--- src/rtl/il1_fill_controller_if.sv ---
// L2 line-request / beat-return channel between the IL1 fill controller
// and the L2 cache.
interface il1_fill_controller_if #(
  parameter int PC_W   = 32,
  parameter int INST_W = 32
);
  logic              l2_req_valid;
  logic              l2_req_ready;
  logic [PC_W-1:0]   l2_req_addr;
  logic              l2_rsp_valid;
  logic [INST_W-1:0] l2_rsp_data;

  modport master (
    output l2_req_valid,
    output l2_req_addr,
    input  l2_req_ready,
    input  l2_rsp_valid,
    input  l2_rsp_data
  );

  modport slave (
    input  l2_req_valid,
    input  l2_req_addr,
    output l2_req_ready,
    output l2_rsp_valid,
    output l2_rsp_data
  );
endinterface

--- src/rtl/il1_fill_controller.sv ---
// IL1 miss/fill controller: critical-word-first line fill with early
// restart from the fill buffer, plus L2 back-invalidation handling.
module il1_fill_controller #(
  parameter int          PC_W        = 32,
  parameter int          INST_W      = 32,
  parameter int          WAYS        = 4,
  parameter int          LINE_WORDS  = 4,
  parameter int          INDEX_W     = 6,
  parameter logic [31:0] BUBBLE_INST = 32'h00007033
) (
  input  logic               clk,
  input  logic               rst_n,
  input  logic [PC_W-1:0]    pc,
  input  logic               pc_valid,
  input  logic               l1_hit,
  input  logic               vc_hit,
  input  logic [INST_W-1:0]  l1_inst,
  input  logic [INST_W-1:0]  vc_inst,
  input  logic [WAYS-1:0]    victim_way,
  input  logic [WAYS-1:0]    ways_valid,
  output logic [INST_W-1:0]  inst,
  output logic               inst_valid,
  output logic               halt,
  il1_fill_controller_if.master l2,
  output logic               fill_we,
  output logic [WAYS-1:0]    fill_way,
  output logic [PC_W-1:0]    fill_addr,
  output logic [INST_W-1:0]  fill_data,
  output logic               vc_evict,
  input  logic               binv_req,
  input  logic [INDEX_W-1:0] binv_index,
  input  logic [WAYS-1:0]    binv_way_hit,
  output logic               lookup_sel,
  output logic [INDEX_W-1:0] lookup_index,
  output logic [WAYS-1:0]    clear_way,
  output logic               binv_ack
);

  localparam int OFF_W = $clog2(LINE_WORDS);
  localparam int TAG_W = PC_W - OFF_W - 2;

  typedef enum logic [1:0] {
    M_IDLE, M_REQ, M_FILL, M_DONE
  } mstate_t;

  typedef enum logic [2:0] {
    B_IDLE, B_LOOK, B_CLR, B_ACK, B_WAIT
  } bstate_t;

  mstate_t ms, ms_nx;
  bstate_t bs, bs_nx;

  logic [TAG_W-1:0]      miss_tag;
  logic [OFF_W-1:0]      crit;
  logic [OFF_W-1:0]      beat;
  logic [WAYS-1:0]       miss_way;
  logic [LINE_WORDS-1:0] mask;
  logic [INST_W-1:0]     fbuf [LINE_WORDS];
  logic [INDEX_W-1:0]    idx_q;

  logic [TAG_W-1:0] pc_tag;
  logic [OFF_W-1:0] pc_word;
  logic [OFF_W-1:0] beat_word;
  logic             miss_det;
  logic             miss_start;
  logic             binv_busy;
  logic             binv_start;
  logic             line_hit;
  logic             buf_hit;
  logic             beat_hit;
  logic             unused;

  assign pc_tag    = pc[PC_W-1:OFF_W+2];
  assign pc_word   = pc[OFF_W+1:2];
  assign beat_word = crit + beat;
  assign unused    = ^pc[1:0];

  // A pending or starting back-invalidate owns the tag port, so it wins.
  assign binv_busy  = binv_req | (bs != B_IDLE);
  assign miss_det   = pc_valid & ~l1_hit & ~vc_hit;
  assign miss_start = (ms == M_IDLE) & miss_det & ~binv_busy;
  assign binv_start = (bs == B_IDLE) & binv_req &
                      ((ms == M_IDLE) | (ms == M_REQ));

  always_ff @(posedge clk or negedge rst_n) begin
    if (!rst_n) begin
      ms <= M_IDLE;
      bs <= B_IDLE;
    end else begin
      ms <= ms_nx;
      bs <= bs_nx;
    end
  end

  always_ff @(posedge clk or negedge rst_n) begin
    if (!rst_n) begin
      miss_tag <= '0;
      crit     <= '0;
      beat     <= '0;
      miss_way <= '0;
      mask     <= '0;
      idx_q    <= '0;
    end else begin
      if (miss_start) begin
        miss_tag <= pc_tag;
        crit     <= pc_word;
        miss_way <= victim_way;
        beat     <= '0;
      end else if (fill_we) begin
        beat <= beat + 1'b1;
      end
      if (ms == M_DONE)
        mask <= '0;
      else if (fill_we)
        mask[beat_word] <= 1'b1;
      if (binv_start)
        idx_q <= binv_index;
    end
  end

  always_ff @(posedge clk) begin
    if (fill_we)
      fbuf[beat_word] <= l2.l2_rsp_data;
  end

  always_comb begin
    ms_nx           = ms;
    l2.l2_req_valid = 1'b0;
    fill_we         = 1'b0;
    vc_evict        = 1'b0;
    unique case (ms)
      M_IDLE: begin
        if (miss_start) begin
          ms_nx    = M_REQ;
          vc_evict = &ways_valid;
        end
      end
      M_REQ: begin
        l2.l2_req_valid = 1'b1;
        if (l2.l2_req_ready)
          ms_nx = M_FILL;
      end
      M_FILL: begin
        if (l2.l2_rsp_valid) begin
          fill_we = 1'b1;
          if (&beat)
            ms_nx = M_DONE;
        end
      end
      M_DONE: ms_nx = M_IDLE;
      default: ms_nx = M_IDLE;
    endcase
  end

  always_comb begin
    bs_nx      = bs;
    lookup_sel = 1'b0;
    clear_way  = '0;
    binv_ack   = 1'b0;
    unique case (bs)
      B_IDLE: if (binv_start) bs_nx = B_LOOK;
      B_LOOK: begin
        lookup_sel = 1'b1;
        bs_nx      = B_CLR;
      end
      B_CLR: begin
        lookup_sel = 1'b1;
        clear_way  = binv_way_hit;
        bs_nx      = B_ACK;
      end
      B_ACK: begin
        binv_ack = 1'b1;
        bs_nx    = B_WAIT;
      end
      B_WAIT: if (!binv_req) bs_nx = B_IDLE;
      default: bs_nx = B_IDLE;
    endcase
  end

  assign l2.l2_req_addr = {miss_tag, crit, 2'b00};
  assign fill_addr      = {miss_tag, beat_word, 2'b00};
  assign fill_data      = l2.l2_rsp_data;
  assign fill_way       = fill_we ? miss_way : '0;
  assign lookup_index   = idx_q;

  // The beat arriving this cycle forwards straight to fetch.
  assign line_hit = (pc_tag == miss_tag);
  assign buf_hit  = line_hit & mask[pc_word];
  assign beat_hit = fill_we & line_hit & (beat_word == pc_word);

  always_comb begin
    inst       = INST_W'(BUBBLE_INST);
    inst_valid = 1'b1;
    if (beat_hit)
      inst = l2.l2_rsp_data;
    else if (buf_hit)
      inst = fbuf[pc_word];
    else if (l1_hit)
      inst = l1_inst;
    else if (vc_hit)
      inst = vc_inst;
    else
      inst_valid = 1'b0;
  end

  assign halt = pc_valid & ~inst_valid;

endmodule

--- src/flat_wrapper.sv ---
// flat-port wrapper written by rule: the top's interface ports become plain ports
module il1_fill_controller_flat 
#(
  parameter int          PC_W        = 32,
  parameter int          INST_W      = 32,
  parameter int          WAYS        = 4,
  parameter int          LINE_WORDS  = 4,
  parameter int          INDEX_W     = 6,
  parameter logic [31:0] BUBBLE_INST = 32'h00007033
)
  (clk, rst_n, pc, pc_valid, l1_hit, vc_hit, l1_inst, vc_inst, victim_way, ways_valid, inst, inst_valid, halt, fill_we, fill_way, fill_addr, fill_data, vc_evict, binv_req, binv_index, binv_way_hit, lookup_sel, lookup_index, clear_way, binv_ack, l2_l2_req_valid, l2_l2_req_addr, l2_l2_req_ready, l2_l2_rsp_valid, l2_l2_rsp_data);
  il1_fill_controller_if #(.PC_W(PC_W), .INST_W(INST_W)) l2_i ();
  input  logic clk;
  input  logic rst_n;
  input  logic [PC_W-1:0] pc;
  input  logic pc_valid;
  input  logic l1_hit;
  input  logic vc_hit;
  input  logic [INST_W-1:0] l1_inst;
  input  logic [INST_W-1:0] vc_inst;
  input  logic [WAYS-1:0] victim_way;
  input  logic [WAYS-1:0] ways_valid;
  output logic [INST_W-1:0] inst;
  output logic inst_valid;
  output logic halt;
  output logic fill_we;
  output logic [WAYS-1:0] fill_way;
  output logic [PC_W-1:0] fill_addr;
  output logic [INST_W-1:0] fill_data;
  output logic vc_evict;
  input  logic binv_req;
  input  logic [INDEX_W-1:0] binv_index;
  input  logic [WAYS-1:0] binv_way_hit;
  output logic lookup_sel;
  output logic [INDEX_W-1:0] lookup_index;
  output logic [WAYS-1:0] clear_way;
  output logic binv_ack;
  output wire logic [$bits(l2_i.l2_req_valid)-1:0] l2_l2_req_valid;
  output wire logic [$bits(l2_i.l2_req_addr)-1:0] l2_l2_req_addr;
  input wire logic [$bits(l2_i.l2_req_ready)-1:0] l2_l2_req_ready;
  input wire logic [$bits(l2_i.l2_rsp_valid)-1:0] l2_l2_rsp_valid;
  input wire logic [$bits(l2_i.l2_rsp_data)-1:0] l2_l2_rsp_data;
  assign l2_l2_req_valid = l2_i.l2_req_valid;
  assign l2_l2_req_addr = l2_i.l2_req_addr;
  assign l2_i.l2_req_ready = l2_l2_req_ready;
  assign l2_i.l2_rsp_valid = l2_l2_rsp_valid;
  assign l2_i.l2_rsp_data = l2_l2_rsp_data;
  il1_fill_controller #(.PC_W(PC_W), .INST_W(INST_W), .WAYS(WAYS), .LINE_WORDS(LINE_WORDS), .INDEX_W(INDEX_W), .BUBBLE_INST(BUBBLE_INST)) u_core (.clk(clk), .rst_n(rst_n), .pc(pc), .pc_valid(pc_valid), .l1_hit(l1_hit), .vc_hit(vc_hit), .l1_inst(l1_inst), .vc_inst(vc_inst), .victim_way(victim_way), .ways_valid(ways_valid), .inst(inst), .inst_valid(inst_valid), .halt(halt), .l2(l2_i), .fill_we(fill_we), .fill_way(fill_way), .fill_addr(fill_addr), .fill_data(fill_data), .vc_evict(vc_evict), .binv_req(binv_req), .binv_index(binv_index), .binv_way_hit(binv_way_hit), .lookup_sel(lookup_sel), .lookup_index(lookup_index), .clear_way(clear_way), .binv_ack(binv_ack));
endmodule
--- config.mk ---
export PLATFORM = sky130hd
export DESIGN_NAME = il1_fill_controller_flat
export DESIGN_NICKNAME = d
export VERILOG_FILES = /design/src/rtl/il1_fill_controller_if.sv /design/src/rtl/il1_fill_controller.sv /design/src/flat_wrapper.sv
export SDC_FILE = /design/constraint.sdc
export NUM_CORES = 1
export LEC_CHECK = 0
export ABC_AREA = 1
export ABC_CLOCK_PERIOD_IN_PS = 4500
export BUFFER_PORTS_ARGS = -buffer_cell sky130_fd_sc_hd__clkbuf_2
export CAP_MARGIN = 20
export CELL_PAD_IN_SITES_DETAIL_PLACEMENT = 1
export CELL_PAD_IN_SITES_GLOBAL_PLACEMENT = 1
export CORE_MARGIN = 5
export CORE_UTILIZATION = 38
export DETAILED_ROUTE_END_ITERATION = 16
export PLACE_DENSITY_LB_ADDON = 0.3
export SLEW_MARGIN = 20
export SYNTH_ARGS = -nofsm -noshare
export SYNTH_HDL_FRONTEND = slang
export SYNTH_SLANG_ARGS = --single-unit
--- constraint.sdc ---
create_clock -name clk -period 4.5 [get_ports clk]
set_input_delay 0.45 -clock clk [delete_from_list [all_inputs] [get_ports clk]]
set_output_delay 0.45 -clock clk [all_outputs]
set_load 0.1 [all_outputs]
Word-level counts from Yosys, hierarchy flattened
Memories as Yosys holds them, arrays and structs flattened.
Cells that the tools add are included.
{ "op_classes": {"n_addsub": 2, "mux": 35, "reduce_logical": 11, "n_bitwise": 17, "n_eq_ne": 15, "magnitude_cmp": 3} }
{ "ops": {"columns": ["operator", "n"], "rows": [
  ["$mux 32", 4],
  ["$eq 28x28->1", 1],
  ["$mux 4", 4],
  ["$mux 1", 15],
  ["$pmux 3 s5", 1],
  ["$mux 2", 6],
  ["$and 1x1->1", 10],
  ["$pmux 2 s4", 1],
  ["$reduce_and 4->1", 2],
  ["$eq 3x2->1 const B", 2],
  ["$lt 2x3->1 const B", 2],
  ["$mux 3", 2],
  ["$ne 2x1->1 const B", 3],
  ["$ne 2x2->1 const B", 3],
  ["$eq 2x2->1 const B", 2],
  ["$not 1->1", 4],
  ["$or 4x4->4", 1],
  ["$reduce_and 2->1", 2],
  ["$reduce_bool 2->1", 2],
  ["$eq 3x1->1 const B", 1],
  ["$eq 3x3->1 const B", 1],
  ["$logic_not 3->1", 1],
  ["$reduce_bool 3->1", 1],
  ["$add 2x1->2 const B", 1],
  ["other kinds (10)", 11]
]} }
{ "word_totals": {"n_memories": 1, "regBits": 51, "output_inout_bits": 149, "in_bits": 154, "ram_bits": 128, "elab_cells": 92} }
{ "mem_list": {"columns": ["name", "depth", "word_bits", "read_ports", "rd_clocked_by_memory_dff", "write_ports", "line_no", "rtl"], "rows": [
  ["u_core.fbuf", 4, 32, 1, 0, 1, "il1_fill_controller.sv:58", "logic [INST_W-1:0] fbuf [LINE_WORDS];"]
]} }

Longest topological paths before layout
{ "logic_depth": {"depth_word": 8, "ltp_mapped": 13, "depth_no_buf": 12} }

Worst setup path after synthesis
Ideal clock, no wire load.
{ "synth_timing": {"kind": "register -> output", "from": "register u_core.crit[0]", "to": "output halt", "required_time_ps": 4050, "path_buffers": 0, "path_stages_with_launch": 7, "arrival_time_ps": 4689, "setup_slack_ps": -639, "path_cell_list": "dfrtp_1 > ha_1 > xor2_1 > nor2_2 > nand3_1 > nand3_1 > nor2_1"} }
{ "synth_via": {"elab_chain_cells": 6} }
{ "synth_lines": {"columns": ["element", "line_no", "rtl"], "rows": [
  ["start: declaration", "il1_fill_controller.sv:54", "logic [OFF_W-1:0] crit;"],
  ["start signal: assignment", "il1_fill_controller.sv:106", "crit <= pc_word;"],
  ["$add 2x2->2", "il1_fill_controller.sv:75", "assign beat_word = crit + beat;"],
  ["named net fill_addr[2]", "flat_wrapper.sv:28", "output logic [PC_W-1:0] fill_addr;"],
  ["$eq 2x2->1", "il1_fill_controller.sv:189", "assign beat_hit = fill_we & line_hit & (beat_word == pc_word);"],
  ["$and 1x1->1", "il1_fill_controller.sv:189", null],
  ["$mux 1", "il1_fill_controller.sv:194", "if (beat_hit)"],
  ["named net inst_valid", "flat_wrapper.sv:24", "output logic inst_valid;"],
  ["$not 1->1", "il1_fill_controller.sv:206", "assign halt = pc_valid & ~inst_valid;"],
  ["$and 1x1->1", "il1_fill_controller.sv:206", null],
  ["end: declaration", "flat_wrapper.sv:25", "output logic halt;"]
]} }
The timed path passes the listed nets, and every way through them passes these cells.

Worst setup path after layout
{ "layout_timing": {"from": "register u_core.ms[0]", "to": "output halt"} }
{ "layout_via": {"elab_chain_cells": 7} }
{ "layout_lines": {"columns": ["element", "line_no", "rtl"], "rows": [
  ["start: declaration", "il1_fill_controller.sv:50", "mstate_t ms, ms_nx;"],
  ["start signal: assignment", "il1_fill_controller.sv:90", "ms <= ms_nx;"],
  ["$eq 2x2->1", "il1_fill_controller.sv:131", "unique case (ms)"],
  ["$mux 1", "il1_fill_controller.sv:131", null],
  ["$and 1x1->1 (2 in series)", "il1_fill_controller.sv:189", null],
  ["$mux 1", "il1_fill_controller.sv:194", null],
  ["$not 1->1", "il1_fill_controller.sv:206", null],
  ["$and 1x1->1", "il1_fill_controller.sv:206", null]
]} }
Every way passes these cells.

==> impl_metrics.env <==
export IMPL_drv_slew=0
export IMPL_required_ns=4.05
export IMPL_synthSimpleGateAreaFrac_pct=22.0
export IMPL_fmax_mhz=272
export IMPL_cp_max_fo=16
export IMPL_overflow=0
export IMPL_p_per_area_nw_per_um2=684
export IMPL_syn_area_um2=9340
export IMPL_tightest_slew_ns=0.738
export IMPL_post_drt_wl_per_cell_um=18.3
export IMPL_clk_pin_slew_ns=0.08
export IMPL_ctsLongestPathBuffers=2
export IMPL_ant_nets=0
export IMPL_syn2layout_area_growth_pct=25.8
export IMPL_place_inst=1550
export IMPL_synth_area_leader_cell="edfxtp_1"
export IMPL_yosysUniqueCellTypes=29
export IMPL_synth_seq_cells=179
export IMPL_drcViolationCount=0
export IMPL_drive_gt1_share_pct=28.7
export IMPL_post_cts_setup_buffers=0
export IMPL_ys_flop_type="edfxtp_1"
export IMPL_grt_pass1_wl_um=46200
export IMPL_synth_area_leaders="edfxtp_1, dfrtp_1, nand2_1"
export IMPL_cts_resized=0
export IMPL_synth_top_family_by_area="simple AND/OR/NAND/NOR gates"
export IMPL_endpoint_kind="primary output"
export IMPL_critPathKind="flip-flop to primary output"
export IMPL_clock_sinks=179
export IMPL_drt_pass1_iterations=5
export IMPL_timing_clock_skew_ns=0.0125
export IMPL_cts_tree="built"
export IMPL_rows=57
export IMPL_setup_violations=0
export IMPL_nets=1406
export IMPL_routabilityCongestion=0.838
export IMPL_antenna_found_initial=0
export IMPL_via_count=8064
export IMPL_hold_viol_final=0
export IMPL_die_width_um=167
export IMPL_slew_headroom_pct=50.8
export IMPL_rsz0062_at_grt="no"
export IMPL_synthCells=1028
export IMPL_fin_util_pct=48.5
export IMPL_synth_fa_ha_area_share_pct=0.938
export IMPL_port_buffers=296
export IMPL_synthArstFlopShare_pct=28.5
export IMPL_synth_compound_area_share_pct=9.99
export IMPL_synth_xor_area_share_pct=0.844
export IMPL_die_h_um=167
export IMPL_synth_edf_count=128
export IMPL_min_period_ns=3.67
export IMPL_ctsHoldBuffers=0
export IMPL_ys_warnings_count=0
export IMPL_cts_htree_levels=4
export IMPL_seq_area_frac_synth_pct=54.8
export IMPL_holdWs_ns=0.123
export IMPL_insertion_delay_ns=0.43
export IMPL_core_region_area_um2=24200
export IMPL_synthMuxAreaShare_pct=0
export IMPL_status="completed"
export IMPL_via_per_inst=5.09
export IMPL_final_cells=1583
export IMPL_start_kind="flip-flop"
export IMPL_cts_root_buf="clkbuf_16"
export IMPL_ir_worst_vdd_mv=0.676
export IMPL_finalCritPeriodShare_pct=81.6
export IMPL_layout_common_cells="nand2_1, clkbuf_2, edfxtp_1"
export IMPL_grtUsageTotal_pct=20.7
export IMPL_drt_wl_total_um=28900
export IMPL_p_leak_nw=5.39
export IMPL_cts_buffers=17
export IMPL_worstPathArrival_ns=3.22
export IMPL_fin_tns_setup_ns=0
export IMPL_yosysTopAreaCellShare_pct=41.1
export IMPL_cap_viol_max_count=0
export IMPL_ios=303
export IMPL_grt_max_degree=66
export IMPL_grt_pass1_vias=8543
export IMPL_die_area_um2=27800
export IMPL_syn_avg_cell_area_um2=9.09
export IMPL_place_hpwl_um=20700
export IMPL_hold_class="primary input to asynchronous set/reset pin"
export IMPL_initial_core_util_pct=38.5
export IMPL_layout_commonest_cell="nand2_1"
export IMPL_first_iter_violations=343
## power breakdown
part	switching (W)	internal, W
sequential	0.000248	0.00211
clock	0.000713	0.000742
combinational	0.00354	0.000687
## Yosys cell counts (2+ instances only)
library cell,instances
o22ai_1,7
a21oi_1,37
nand4_1,35
nor2_2,2
buf_6,2
edfxtp_1,128
inv_1,76
nand3_1,75
nor2_1,45
buf_1,5
o21ai_0,34
inv_2,3
a32o_1,32
dfrtp_1,51
clkbuf_1,21
buf_2,18
buf_4,74
xor2_1,2
nand2_1,329
ha_1,7
a22oi_1,25
xnor2_1,7
nor3_1,7
## sequential cells by signal, summed over array words and instances (netlist names)
signal               count
u_core.fbuf            128
u_core.miss_tag         28
u_core.lookup_index      6
u_core.mask              4
u_core.miss_way          4
u_core.bs                3
u_core.beat              2
u_core.crit              2
u_core.ms                2
## stage by stage
stage	instance area (µm²)	worst slack (ns)	total power, W
final	11800	0.830	0.00804
after floorplan	9360	-0.279	0.00592
after detailed placement	11200	1.34	0.00665
after global placement	11200	1.41	0.00657
after global routing	11800	0.536	0.00841
after CTS	11800	0.840	0.00812
## logic make-up (layout without fill, tap and decap cells)
group / Yosys count / count (layout)
xor gates and xnor gates: 9 / 9
buffers and inverters: 200 / 427
DFF: 179 / 179
other: 1 / 5
AOI/OAI and AO/OA: 138 / 138
adders and majority gates: 7 / 7
and+or+nand+nor: 494 / 494
## layer usage
layer	GRT usage, %	part of all wire (%)	vias up
met3	5.85	6.7	19
met1	25.8	42	3915
li1	-	-	3860
met2	35.7	50	270
met5	0	0	-
met4	5.12	1.3	0
## worst paths after layout
check / startpoint / endpoint / slack [ns] / cells after the start
worst max register to register: u_core.ms[0]$_DFFE_PN0P_ / u_core.beat[1]$_DFFE_PN0P_ / 1.94 / 7
worst min-delay path: rst_n / u_core.miss_tag[19]$_DFFE_PN0P_ / 0.12 / 2
min in group clk: binv_index[2] / u_core.lookup_index[2]$_DFFE_PN0P_ / 0.21 / 3
max in group asynchronous: rst_n / u_core.miss_tag[5]$_DFFE_PN0P_ / 3.91 / 2
worst min register to register: u_core.lookup_index[4]$_DFFE_PN0P_ / u_core.lookup_index[4]$_DFFE_PN0P_ / 0.48 / 2
worst max-delay path: u_core.ms[0]$_DFFE_PN0P_ / halt / 0.83 / 8
## final cells by class
type / count / area, µm²
diodes: 1 / 2.50
clock buffers: 17 / 425
clock inverters: 15 / 156
fillers: 2874 / 12500
inverters: 80 / 300
multi-input cells: 652 / 3210
flip-flops and latches: 179 / 5120
well taps: 324 / 405
repair buffers: 315 / 2130
## worst max-delay path, cell delays in order, from the launching register on
cell and delay [ns]:
dfrtp_1 0.39, inv_1 0.10, ha_1 0.24, nand2_1 0.45
clkinv_1 0.65, nand3_1 0.29, nand3_1 0.25, nor2_2 0.22
buf_12 0.19
No activity file was read; power rests on OpenSTA's default activity.
